### src/rtl/serial_addsub_pkg.sv
// Shared definitions for the digit-serial adder/subtractor.
//   state_e   : controller states (IDLE, RUN, DONE)
//   cnt_width : digit-counter width, clog2(n) but never less than 1 bit
package serial_addsub_pkg;

  typedef enum logic [1:0] {
    IDLE = 2'd0,
    RUN  = 2'd1,
    DONE = 2'd2
  } state_e;

  function automatic int cnt_width(input int n);
    int w;
    w = $clog2(n);
    return (w < 1) ? 1 : w;
  endfunction

endpackage

### src/rtl/digit_adder.sv
// Combinational DIGIT-bit ripple-carry adder, one slice of the serial datapath.
// Ports:
//   a, b   : DIGIT-bit addends
//   cin    : carry into bit 0
//   sum    : DIGIT-bit sum
//   cout   : carry out of the top bit
//   c_msb  : carry into the top bit (used for signed overflow on the last digit)
module digit_adder #(
  parameter int DIGIT = 1
) (
  input  logic [DIGIT-1:0] a,
  input  logic [DIGIT-1:0] b,
  input  logic             cin,
  output logic [DIGIT-1:0] sum,
  output logic             cout,
  output logic             c_msb
);

  logic [DIGIT:0] c;

  always_comb begin
    sum  = '0;
    c    = '0;
    c[0] = cin;
    for (int i = 0; i < DIGIT; i++) begin
      sum[i]   = a[i] ^ b[i] ^ c[i];
      c[i+1]   = (a[i] & b[i]) | (c[i] & (a[i] ^ b[i]));
    end
  end

  assign cout  = c[DIGIT];
  assign c_msb = c[DIGIT-1];

endmodule

### src/rtl/serial_adder_subtractor.sv
// Digit-serial adder/subtractor: computes A + B (sel=0) or A - B (sel=1)
// DIGIT bits per clock, LSB first, reusing one DIGIT-bit adder.
// Ports:
//   clk, rst_n  : clock (rising edge), asynchronous active-low reset
//   start, sel  : request pulse and operation select, sampled with A/B
//   A, B        : WIDTH-bit operands
//   busy        : high while digits are being processed
//   done        : one-cycle pulse when S/cout/ovf/zero carry a new result
//   S           : result modulo 2^WIDTH
//   cout        : carry out of MSB (for subtraction, 1 = no borrow)
//   ovf         : two's-complement overflow
//   zero        : S == 0
//   dbg_state_o : current controller state, for observation only
//
// Handshake: a request is accepted on any rising edge where start=1 and the
// controller is in IDLE or DONE (busy=0). While busy=1, start is ignored and
// nothing is queued. Exactly N edges after acceptance, done is high for one
// cycle and the result outputs change; they hold until the next completion.
module serial_adder_subtractor
  import serial_addsub_pkg::*;
#(
  parameter int WIDTH = 8,
  parameter int DIGIT = 1
) (
  input  logic             clk,
  input  logic             rst_n,
  input  logic             start,
  input  logic             sel,
  input  logic [WIDTH-1:0] A,
  input  logic [WIDTH-1:0] B,
  output logic             busy,
  output logic             done,
  output logic [WIDTH-1:0] S,
  output logic             cout,
  output logic             ovf,
  output logic             zero,
  output state_e           dbg_state_o
);

  localparam int             N    = WIDTH / DIGIT;
  localparam int             CW   = cnt_width(N);
  localparam logic [CW-1:0]  LAST = CW'(N - 1);

  if ((DIGIT < 1) || (WIDTH < 2) || ((WIDTH % DIGIT) != 0)) begin : g_bad_param
    $fatal(1, "serial_adder_subtractor: WIDTH must be >= 2 and a multiple of DIGIT");
  end

  state_e             state_q;
  logic [WIDTH-1:0]   a_sh_q, b_sh_q, r_sh_q, r_sh_d;
  logic               c_q;
  logic [CW-1:0]      cnt_q;
  logic               busy_q, done_q, cout_q, ovf_q, zero_q;
  logic [WIDTH-1:0]   s_q;

  logic [DIGIT-1:0]   sum_dig;
  logic               dig_cout, dig_cmsb;

  digit_adder #(.DIGIT(DIGIT)) u_digit (
    .a     (a_sh_q[DIGIT-1:0]),
    .b     (b_sh_q[DIGIT-1:0]),
    .cin   (c_q),
    .sum   (sum_dig),
    .cout  (dig_cout),
    .c_msb (dig_cmsb)
  );

  // The new digit enters at the top; after N shifts the first digit has
  // reached the LSB end. With N=1 the whole register is replaced.
  always_comb begin
    r_sh_d = r_sh_q >> DIGIT;
    r_sh_d[WIDTH-1 -: DIGIT] = sum_dig;
  end

  always_ff @(posedge clk or negedge rst_n) begin
    if (!rst_n) begin
      state_q <= IDLE;
      a_sh_q  <= '0;
      b_sh_q  <= '0;
      r_sh_q  <= '0;
      c_q     <= 1'b0;
      cnt_q   <= '0;
      busy_q  <= 1'b0;
      done_q  <= 1'b0;
      s_q     <= '0;
      cout_q  <= 1'b0;
      ovf_q   <= 1'b0;
      zero_q  <= 1'b0;
    end else begin
      case (state_q)
        IDLE, DONE: begin
          done_q <= 1'b0;
          if (start) begin
            // Subtraction is A + ~B + 1: invert B here, inject the +1 as c.
            a_sh_q  <= A;
            b_sh_q  <= sel ? ~B : B;
            c_q     <= sel;
            cnt_q   <= '0;
            r_sh_q  <= '0;
            busy_q  <= 1'b1;
            state_q <= RUN;
          end else begin
            state_q <= IDLE;
          end
        end
        RUN: begin
          a_sh_q <= a_sh_q >> DIGIT;
          b_sh_q <= b_sh_q >> DIGIT;
          r_sh_q <= r_sh_d;
          c_q    <= dig_cout;
          cnt_q  <= cnt_q + 1'b1;
          if (cnt_q == LAST) begin
            s_q     <= r_sh_d;
            cout_q  <= dig_cout;
            // Overflow when carry into the sign bit differs from carry out.
            ovf_q   <= dig_cmsb ^ dig_cout;
            zero_q  <= (r_sh_d == '0);
            busy_q  <= 1'b0;
            done_q  <= 1'b1;
            state_q <= DONE;
          end
        end
        default: begin
          busy_q  <= 1'b0;
          done_q  <= 1'b0;
          state_q <= IDLE;
        end
      endcase
    end
  end

  assign busy        = busy_q;
  assign done        = done_q;
  assign S           = s_q;
  assign cout        = cout_q;
  assign ovf         = ovf_q;
  assign zero        = zero_q;
  assign dbg_state_o = state_q;

endmodule

### config.mk
export PLATFORM = sky130hd
export DESIGN_NAME = serial_adder_subtractor
export DESIGN_NICKNAME = d
export VERILOG_FILES = /design/src/rtl/serial_addsub_pkg.sv /design/src/rtl/digit_adder.sv /design/src/rtl/serial_adder_subtractor.sv
export SDC_FILE = /design/constraint.sdc
export NUM_CORES = 1
export LEC_CHECK = 0
export ABC_AREA = 1
export ABC_CLOCK_PERIOD_IN_PS = 1350
export BUFFER_PORTS_ARGS = -buffer_cell sky130_fd_sc_hd__buf_2
export CORE_UTILIZATION = 40
export CTS_CLUSTER_DIAMETER = 40
export DETAILED_ROUTE_END_ITERATION = 12
export SLEW_MARGIN = 20
export SYNTH_ARGS = -nofsm -noshare
export SYNTH_HDL_FRONTEND = slang
export SYNTH_HIERARCHICAL = 1
export SYNTH_SLANG_ARGS = --single-unit
### constraint.sdc
create_clock -name clk -period 1.35 [get_ports clk]
set_input_delay 0.0675 -clock clk [delete_from_list [all_inputs] [get_ports clk]]
set_output_delay 0.0675 -clock clk [all_outputs]
set_load 0.02 [all_outputs]
Yosys cells after proc, flatten, opt, wreduce, memory -nomap -nowiden
Cells that the tools add are included.

word-level totals
  bits in registers = 43
  input bits = 20
  output and inout bits = 15
  logic and storage cells = 51

operators by class
  bitwise logic cells = 7
  add/subtract/negate cells = 1
  muxes and demuxes = 19
  eq/ne operators = 5
  reduce and logical (&&, ||, !) cells = 7

operator list
  operator             count
  $pmux 8 s2           3
  $mux 8               4
  $logic_not 8->1      1
  $not 8->8            1
  $mux 1               6
  $pmux 3 s2           1
  $reduce_and 2->1     3
  $ne 2x2->1 const B   2
  $pmux 1 s2           2
  $pmux 2 s2           1
  $add 3x1->3 const B  1
  $eq 3x3->1 const B   1
  $mux 3               1
  $xor 1x1->1          3
  $and 1x1->1          2
  $eq 2x1->1 const B   1
  $eq 2x2->1 const B   1
  $logic_not 2->1      1
  $mux 2               1
  $reduce_bool 2->1    1
  $reduce_or 2->1      1
  $or 1x1->1           1

Depth between registers and ports, before layout
Gate-level depths: netlist of run 1.

  depth in word-level cells = 4
  depth in mapped cells = 7

Modules after synthesis
The synthesis of run 1 kept the hierarchy.

by module, submodules not included
  module                   instances  sequential area each (sq um)  area each (sq um)  cells each
  serial_adder_subtractor  1          1026.0                        1859.3             205
  digit_adder              1          0.0                           27.5               2

Worst setup path after synthesis of run 1
OpenSTA, ideal clock, no wires.

  path kind = register to register
  start point = register a_sh_q[0]
  end point = register zero_q, in the netlist zero
  arrival = 1.188 ns
  path buffers = 0
  path slack = 0.097 ns
  cell stages (with the launch flop) = 7
  cells stage by stage = dfrtp_1 > fa_1 > nor2_1 > nand2_1 > nor2_1 > nand2_1 > nand2_1

on the way
  cells in the longest elaborated chain, start to end = 3

RTL lines
  item                      RTL line                        text
  from (decl)               serial_adder_subtractor.sv:49   logic [WIDTH-1:0] a_sh_q, b_sh_q, r_sh_q, r_sh_d;
  from (signal assigned)    serial_adder_subtractor.sv:106  a_sh_q <= a_sh_q >> DIGIT;
  $xor 1x1->1 (2 in a row)  digit_adder.sv:26               sum[i] = a[i] ^ b[i] ^ c[i];
  named net sum_dig         serial_adder_subtractor.sv:55   logic [DIGIT-1:0] sum_dig;
  $logic_not 8->1           serial_adder_subtractor.sv:116  zero_q <= (r_sh_d == '0);
  to (signal assigned)      serial_adder_subtractor.sv:116
  to (decl)                 serial_adder_subtractor.sv:52   logic busy_q, done_q, cout_q, ovf_q, zero_q;

The timed path passes the listed nets, and every way through them passes these cells.
A chain may end at the register's enable or synchronous reset.

Worst setup path after layout of run 1
  start point = register b_sh_q[0]
  end point = register ovf_q, in the netlist ovf

on the way
  cells in the longest elaborated chain, start to end = 4
  elaborated cells between the ends (all ways) = 5

RTL lines
  item                    RTL line                        text
  from (decl)             serial_adder_subtractor.sv:49
  from (signal assigned)  serial_adder_subtractor.sv:95   b_sh_q <= sel ? ~B : B;
  from (signal assigned)  serial_adder_subtractor.sv:107  b_sh_q <= b_sh_q >> DIGIT;
  $xor 1x1->1             digit_adder.sv:27               c[i+1] = (a[i] & b[i]) | (c[i] & (a[i] ^ b[i]));
  $and 1x1->1             digit_adder.sv:27
  $or 1x1->1 *            digit_adder.sv:27
  named net dig_cout      serial_adder_subtractor.sv:56   logic dig_cout, dig_cmsb;
  $xor 1x1->1 *           serial_adder_subtractor.sv:115  ovf_q <= dig_cmsb ^ dig_cout;
  to (signal assigned)    serial_adder_subtractor.sv:115
  to (decl)               serial_adder_subtractor.sv:52

Mark *: on every way through the listed nets, which the timed path passes. The rest lies on a longest branch.

==> results.json, run 1 <==
{
  "postSynthAreaPerCell_sq_um": 9.12,
  "mostFrequentLayoutCells": "nand2_1 (70), dfrtp_1 (41), buf_2 (34)",
  "final_area_sq_um": 2280,
  "clk_path_buf_depth": 2,
  "synth_seq_cells": 41,
  "clk_latency_ns": 0.29,
  "antenna_cells": 0,
  "cts-root-buf": "clkbuf_8",
  "final_common_cell": "nand2_1",
  "synth.distinct_cells": 21,
  "arrival_ns": 1.51,
  "wl_met1_um": 1530,
  "syn_to_final_growth_pct": 20.7,
  "start_util_pct": 42.5,
  "drive_gt1_share_pct": 26.2,
  "irDropWorstVdd_mv": 0.807,
  "grt_start_max_net_pins": 42,
  "grt_first_pass_wirelength_um": 6150,
  "dpl.hpwl_um": 2230,
  "cts_sinks": 41,
  "fin_skew_ns": 0.00108,
  "start_kind": "register",
  "die_x_um": 70.7,
  "max_freq_mhz": 755,
  "pre_cts_ws_ns": 0.0291,
  "p_leak_nw": 1.17,
  "setup_viol": 0,
  "hold_violations": 0,
  "synth_area_leaders": "dfrtp_1 (54%), nand2_1 (14%), nand3_1 (6.4%)",
  "gp_congestion": 0.709,
  "top_layer": "met4",
  "clk_pin_slew_ns": 0.07,
  "vias_per_cell": 4.69,
  "route.met3.wl_um": 126,
  "place_area_sq_um": 2100,
  "dr_total_vias": 1425,
  "post_drt_wl_per_cell_um": 11.0,
  "core_area_sq_um": 4440,
  "cp_max_fo": 3,
  "setup_slack_ns": 0.0249,
  "cts_tree": "built",
  "h-tree-depth": 2,
  "dr.pass1.iters": 8,
  "antenna_left": 0,
  "hold_depth": 3,
  "dieHeight_um": 70.7,
  "wl_met2_um": 1580,
  "worst_slew_pin_slew_ns": 0.262,
  "antenna_found_initial": 0,
  "reg2reg_from": "b_sh_q[0]$_DFFE_PN0P_",
  "drt_iter0_drc": 88,
  "grt_use_total_pct": 15.7,
  "rsz0062_at_grt": "yes",
  "slew_viol_final": 0,
  "tns_ns": 0,
  "critPathKind": "reg -> reg",
  "synth_top_area_share_pct": 54.4,
  "required_ns": 1.53,
  "drc": 6,
  "r2r_slack_ns": 0.02,
  "r2r_cells": 3,
  "pin_count": 35,
  "hp-class": "in -> reg",
  "die_area_sq_um": 5000,
  "synth_area_sq_um": 1890,
  "portBuffers": 34,
  "wirelength_um": 3330,
  "yosysTopAreaCell": "dfrtp_1",
  "nets": 275,
  "grt_overflow": 0,
  "maxSlewHeadroom_pct": 82.5,
  "grt_pass1_vias": 1426,
  "endpoint_kind": "register",
  "max_cap_violations": 0,
  "status": "complete, but fails checks",
  "cts_buffers": 5,
  "syn_inst": 207,
  "period_needed_ns": 1.33,
  "hp-start": "A[0]",
  "yosysWarnings": 6,
  "nFillCells": 446,
  "syn_nets": 230,
  "ys_seq_area_share_pct": 54.4,
  "violations": "DRC",
  "core.rowCount": 24,
  "startpoint": "b_sh_q[0]$_DFFE_PN0P_",
  "finalCritPeriodShare_pct": 98.2,
  "powerDensity_nw_per_um2": 2270
}
[synthesized netlist by cell type (all sizes together)]
master  instances
ha              2
dfrtp          41
fa              1
nand3          24
inv            14
o21ai          12
or2             2
nand2          74
buf            10
a21o            1
xnor2           2
o22ai           7
a21oi           1
nor2           16
[per-stage QoR]
stage | cells | hold slack (ns) | total power (W) | utilization [%]
global placement | 288 | 0.0560 | 0.00433 | 47.2
detailed placement | 288 | 0.0562 | 0.00438 | 47.2
finish | 304 | 0.00800 | 0.00516 | 51.2
global route | 304 | 0.0467 | 0.00565 | 51.2
CTS | 303 | 0.00910 | 0.00520 | 50.9
floorplan | 207 | -0.228 | 0.00385 | -
[area by class of cell]
type	count	area (sq um)	area share, %
sequential	41	1030	45.1
tap	52	65.1	2.86
inverter	14	63.8	2.80
timing repair buffer	48	320	14.1
clock buffer	7	86.3	3.79
multi-input combinational	142	716	31.4
[layer usage]
metal  vias up  global-route usage (%)
met1       634                    18.4
met3        10                    3.85
met5         -                       0
met4         0                    7.33
met2        30                    27.0
li1        751                       -
[report_power, final]
part / switching [W] / leakage (nW) / internal (W)
combinational: 0.00140 / 0.612 / 0.000889
sequential: 0.000302 / 0.516 / 0.00178
clock: 0.000385 / 0.0443 / 0.000405
total: 0.00209 / 1.17 / 0.00307
[logic make-up (layout without fill, tap and decap cells)]
| group | count (synthesis) | in the layout | share of synthesized area (%) |
|---|---|---|---|
| buffers and inverters | 24 | 69 | 7.82 |
| AOI/OAI and AO/OA | 21 | 21 | 7.96 |
| DFF | 41 | 41 | 54.4 |
| adders and majority gates | 3 | 3 | 2.39 |
| xor gates and xnor gates | 2 | 2 | 0.929 |
| and+or+nand+nor | 116 | 116 | 26.5 |
[flip-flops by register name, summed over array words and instances, names as in the netlist, 3 cells and up]
| signal | flops |
|---|---|
| S | 8 |
| a_sh_q | 8 |
| b_sh_q | 8 |
| cnt_q | 3 |
| r_sh_q | 7 |
[critical path: stages (launching register included)]
cell and delay [ns]:
dfrtp_1 0.42, fa_1 0.49, xnor2_1 0.25, o21ai_2 0.06
[repair_timing]
| item | CTS | global route |
|---|---|---|
| gates resized for setup | 0 | 2 |
| endpoints found under the setup margin | 0 | 8 |
| hold buffers | 8 | 0 |
| endpoints found under the hold margin | 48 | 0 |
| setup buffers | 0 | 1 |
[final timing paths]
check / end
setup reg to reg: ovf$_DFFE_PN0P_
min in group asynchronous: S[3]$_DFFE_PN0P_
setup / recovery: ovf$_DFFE_PN0P_
hold reg to reg: a_sh_q[7]$_DFFE_PN0P_
max in group asynchronous: b_sh_q[6]$_DFFE_PN0P_
hold / removal: a_sh_q[0]$_DFFE_PN0P_
No activity file was read; power rests on OpenSTA's default activity.
==> inputs of run 2 (changes only) <==
--- a/config.mk
+++ b/config.mk
@@ -9,8 +9,8 @@
 export ABC_CLOCK_PERIOD_IN_PS = 1350
 export BUFFER_PORTS_ARGS = -buffer_cell sky130_fd_sc_hd__buf_2
 export CORE_UTILIZATION = 40
-export CTS_CLUSTER_DIAMETER = 40
 export DETAILED_ROUTE_END_ITERATION = 12
+export PLACE_DENSITY = 0.63
 export SLEW_MARGIN = 20
 export SYNTH_ARGS = -nofsm -noshare
 export SYNTH_HDL_FRONTEND = slang
==> results.json, run 2 (synthesized netlist as in run 1, its figures left out) <==
{
  "final_cells": 306,
  "antenna_left": 0,
  "status": "complete, but fails checks",
  "critPathSlowestCell": "fa_1",
  "setup_slack_ns": 0.0127,
  "place_area_sq_um": 2100,
  "h-tree-depth": 2,
  "drive_gt1_share_pct": 26.4,
  "hold_depth": 3,
  "finalCritPeriodShare_pct": 99.1,
  "post_drt_wl_per_cell_um": 11.6,
  "irDropWorstVdd_mv": 0.969,
  "cts-root-buf": "clkbuf_8",
  "r2r_slack_ns": 0.01,
  "vias_per_cell": 4.68,
  "dp_cells": 288,
  "reg2reg_from": "b_sh_q[0]$_DFFE_PN0P_",
  "r2r_cells": 6,
  "critical_path.max_stage_delay_ns": 0.50,
  "max_freq_mhz": 748,
  "drc": 4,
  "wirelength_um": 3550,
  "core_area_sq_um": 4440,
  "rsz0062_at_grt": "yes",
  "final_area_sq_um": 2310,
  "critPathKind": "reg -> reg",
  "required_ns": 1.59,
  "setup_viol": 0,
  "cp_max_fo": 2,
  "final_common_cell": "nand2_1",
  "hold_violations": 0,
  "clk_pin_slew_ns": 0.08,
  "pin_count": 35,
  "crit_buf_inv": 0,
  "grt_pass1_vias": 1385,
  "gp_congestion": 0.740,
  "drt_iter0_drc": 59,
  "mostFrequentLayoutCells": "nand2_1 (70), dfrtp_1 (41), buf_2 (34)",
  "syn_to_final_growth_pct": 22.5,
  "cts_buffers": 5,
  "r2r-end": "zero$_DFFE_PN0P_",
  "path_depth": 6,
  "die_x_um": 70.7,
  "violations": "DRC",
  "grt_start_max_net_pins": 26,
  "period_needed_ns": 1.34,
  "die_area_sq_um": 5000,
  "endpoint_kind": "register",
  "startpoint": "b_sh_q[0]$_DFFE_PN0P_",
  "cts_tree": "built",
  "fin_skew_ns": 0.00603,
  "grt_use_total_pct": 16.0,
  "antenna_found_initial": 0,
  "core.rowCount": 24,
  "grt_overflow": 0,
  "powerDensity_nw_per_um2": 2330,
  "start_kind": "register",
  "cp_top_family": "adder cells",
  "clk_latency_ns": 0.29,
  "slew_viol_final": 0,
  "cts_sinks": 41,
  "endpoint": "zero$_DFFE_PN0P_",
  "nets": 276,
  "max_cap_violations": 0,
  "hp-class": "in -> reg",
  "portBuffers": 34,
  "pre_cts_ws_ns": -0.0613,
  "antenna_cells": 0,
  "dr.pass1.iters": 8,
  "crit_path_cell_trace": "fa_1, nor2_1, nand2_1, nor2_1, nand2_1, nand2_1",
  "clk_path_buf_depth": 2,
  "p_leak_nw": 1.20,
  "dr_total_vias": 1431,
  "start_util_pct": 42.5,
  "maxSlewHeadroom_pct": 72.4,
  "fin_util_pct": 52.0,
  "crit_path_frequent_cell": "nand2_1",
  "arrival_ns": 1.57,
  "dpl.hpwl_um": 2540,
  "dieHeight_um": 70.7,
  "worst_slew_pin_slew_ns": 0.414,
  "grt_first_pass_wirelength_um": 6180
}
run 2: worst min-delay path by stage:
stage          startpoint               endpoint  slack [ns]
2_1_floorplan       rst_n       S[0]$_DFFE_PN0P_       -0.23
3_3_place_gp        rst_n       S[0]$_DFFE_PN0P_        0.02
3_5_place_dp        rst_n       zero$_DFFE_PN0P_        0.02
4_1_cts              B[7]  b_sh_q[7]$_DFFE_PN0P_        0.05
5_1_grt              B[2]  b_sh_q[2]$_DFFE_PN0P_        0.07
6_report             B[7]  b_sh_q[7]$_DFFE_PN0P_        0.06
run 2: timing repair:
action	4_1_cts	5_1_grt
cloned	0	0
setup endpoints to repair	1	11
resized for setup	0	1
setup buffers	0	1
endpoints found under the hold margin	24	0
hold buffers	9	0
pin swaps	3	0
run 2: area by class of cell:
cell class	instances	area (sq um)
fill	424	2130
sequential	41	1030
multi-input combinational	142	716
timing repair buffer	49	330
clock buffer	5	68.8
tap	52	65.1
inverter	14	60.1
clock inverter	3	46.3
run 2: metal layers:
layer	track usage, %	vias up	routed length [um]
met5	0	-	0
met2	27.1	37	1650
li1	-	747	-
met1	19.4	643	1730
met3	4.27	4	138
met4	6.67	0	34
run 2: worst min-delay path: cells and delay by family:
family                    cells  cell delay [ns]
buffers and inverters         1             0.08
AOI/OAI and AO/OA             1             0.06
xor gates and xnor gates      1             0.10
run 2: power breakdown:
| group | total (W) | switching [W] | leakage (nW) | internal, W |
|---|---|---|---|---|
| clock network | 0.000992 | 0.000439 | 0.0543 | 0.000553 |
| registers | 0.00208 | 0.000307 | 0.516 | 0.00178 |
| logic | 0.00230 | 0.00142 | 0.625 | 0.000886 |
| total | 0.00538 | 0.00216 | 1.20 | 0.00321 |
run 2: through the flow:
step                      TNS [ns]  power (W)  hold slack (ns)
after detailed placement   -0.0613    0.00441           0.0203
after global routing       -0.0830    0.00583           0.0661
after floorplan                  0    0.00385           -0.228
after CTS                  -0.0379    0.00543           0.0464
final                            0    0.00538           0.0557
after global placement     -0.0241    0.00435           0.0203
==> inputs of run 3 (changes only) <==
--- a/config.mk
+++ b/config.mk
@@ -10,6 +10,7 @@
 export BUFFER_PORTS_ARGS = -buffer_cell sky130_fd_sc_hd__buf_2
 export CORE_UTILIZATION = 40
 export DETAILED_ROUTE_END_ITERATION = 12
+export HOLD_SLACK_MARGIN = 0.06
 export PLACE_DENSITY = 0.63
 export SLEW_MARGIN = 20
 export SYNTH_ARGS = -nofsm -noshare
==> results.json, run 3 (synthesized netlist as in run 1, its figures left out) <==
{
  "arrival_ns": 1.57,
  "clk_path_buf_depth": 2,
  "start_kind": "register",
  "core.rowCount": 24,
  "cts_sinks": 41,
  "portBuffers": 34,
  "grt_overflow": 0,
  "vias_per_cell": 4.66,
  "cp_max_fo": 2,
  "cts-root-buf": "clkbuf_8",
  "core_area_sq_um": 4440,
  "violations": "DRC",
  "final_area_sq_um": 2350,
  "hold_violations": 0,
  "endpoint_kind": "register",
  "wirelength_um": 3630,
  "gp_congestion": 0.740,
  "r2r-end": "zero$_DFFE_PN0P_",
  "hp-start": "start",
  "setup_viol": 0,
  "pin_count": 35,
  "slew_viol_final": 0,
  "p_leak_nw": 1.21,
  "power_w": 0.00539,
  "drive_gt1_share_pct": 26.0,
  "worst_slew_pin_slew_ns": 0.414,
  "power_frac_clock_pct": 18.4,
  "finalCritPeriodShare_pct": 99.0,
  "drt_iter0_drc": 80,
  "critPathKind": "reg -> reg",
  "place_area_sq_um": 2100,
  "hp-class": "in -> reg",
  "r2r_slack_ns": 0.01,
  "period_needed_ns": 1.34,
  "startpoint": "a_sh_q[0]$_DFFE_PN0P_",
  "fin_skew_ns": 0.00709,
  "p_sw_w": 0.00216,
  "irDropWorstVdd_mv": 0.970,
  "start_util_pct": 42.5,
  "antenna_left": 0,
  "syn_to_final_growth_pct": 24.7,
  "powerDensity_nw_per_um2": 2290,
  "grt_start_max_net_pins": 26,
  "maxSlewHeadroom_pct": 72.4,
  "max_cap_violations": 0,
  "power_frac_comb_pct": 43.0,
  "grt_pass1_vias": 1433,
  "cts_tree": "built",
  "reg2reg_from": "a_sh_q[0]$_DFFE_PN0P_",
  "die_x_um": 70.7,
  "required_ns": 1.59,
  "dpl.hpwl_um": 2540,
  "status": "complete, but fails checks",
  "h-tree-depth": 2,
  "dr.pass1.iters": 8,
  "endpoint": "zero$_DFFE_PN0P_",
  "max_freq_mhz": 748,
  "clk_latency_ns": 0.29,
  "antenna_found_initial": 0,
  "drc": 4,
  "p_seq_share_pct": 38.7,
  "cts_buffers": 5,
  "netSwitchingFraction_pct": 40.2,
  "r2r_cells": 6,
  "internal_power_w": 0.00322,
  "die_area_sq_um": 5000,
  "dieHeight_um": 70.7,
  "dr_total_vias": 1446,
  "rsz0062_at_grt": "yes",
  "clk_pin_slew_ns": 0.08,
  "final_common_cell": "nand2_1",
  "post_drt_wl_per_cell_um": 11.7,
  "grt_first_pass_wirelength_um": 6310,
  "grt_use_total_pct": 16.4,
  "nets": 280,
  "mostFrequentLayoutCells": "nand2_1 (70), dfrtp_1 (41), buf_2 (34)",
  "antenna_cells": 0
}
## run 3: cell types whose count changed in the layout (fill, tap and decap cells not counted), sizes merged
cell	before	now
dlygate4sd3	9	13
## run 3: layout make-up
| type | count | area [sq um] |
|---|---|---|
| inverter | 14 | 60.1 |
| timing repair buffer | 53 | 370 |
| clock inverter | 3 | 46.3 |
| tap | 52 | 65.1 |
| sequential | 41 | 1030 |
| multi-input combinational | 142 | 716 |
| clock buffer | 5 | 68.8 |
| fill | 419 | 2090 |
## run 3: metrics by stage
step | setup slack [ns] | setup TNS [ns] | std cells | hold WS (ns) | util (%)
finish | 0.0136 | 0 | 310 | 0.0742 | 52.9
global route | -0.0742 | -0.0830 | 310 | 0.0923 | 52.9
CTS | -0.0379 | -0.0379 | 309 | 0.0661 | 52.7
detailed placement | -0.0613 | -0.0613 | 288 | 0.0203 | 47.2
global placement | -0.0241 | -0.0241 | 288 | 0.0203 | 47.2
floorplan | 0.0971 | 0 | 207 | -0.228 | -
## run 3: worst min path at each step
stage,to,slack (ns),cells after the start
2_1_floorplan,S[0]$_DFFE_PN0P_,-0.23,0
3_3_place_gp,S[0]$_DFFE_PN0P_,0.02,1
3_5_place_dp,zero$_DFFE_PN0P_,0.02,1
4_1_cts,b_sh_q[0]$_DFFE_PN0P_,0.07,4
5_1_grt,dbg_state_o[0]$_DFFE_PN0P_,0.09,3
6_report,dbg_state_o[0]$_DFFE_PN0P_,0.07,3
## run 3: per-layer routing
layer | vias up | wire (um) | global-route usage (%) | share of wire (%)
met5 | - | 0 | 0 | 0
met4 | 0 | 34 | 6.67 | 0.94
met1 | 654 | 1750 | 19.4 | 48
met3 | 4 | 131 | 4.27 | 3.6
met2 | 33 | 1710 | 28.3 | 47
li1 | 755 | - | - | -
## run 3: worst max-delay path: stages, from the launching register on
cell	delay, ns
dfrtp_1	0.42
fa_1	0.48
nor2_1	0.11
nand2_1	0.06
nor2_1	0.08
nand2_1	0.06
nand2_1	0.06
## run 3: timing repair
| action | 4_1_cts | 5_1_grt |
|---|---|---|
| resized for setup | 0 | 1 |
| setup buffers | 0 | 1 |
| pin swaps | 3 | 0 |
| hold buffers | 13 | 0 |
| setup endpoints to repair | 1 | 11 |
| endpoints found under the hold margin | 53 | 0 |
## run 3: power groups by stage
stage | sequential [W] | combinational [W] | clock, W
floorplan | 0.00227 | 0.00158 | 0
global placement | 0.00210 | 0.00225 | 0
detailed placement | 0.00211 | 0.00230 | 0
CTS | 0.00209 | 0.00233 | 0.00102
global route | 0.00215 | 0.00263 | 0.00107
finish | 0.00208 | 0.00231 | 0.000989
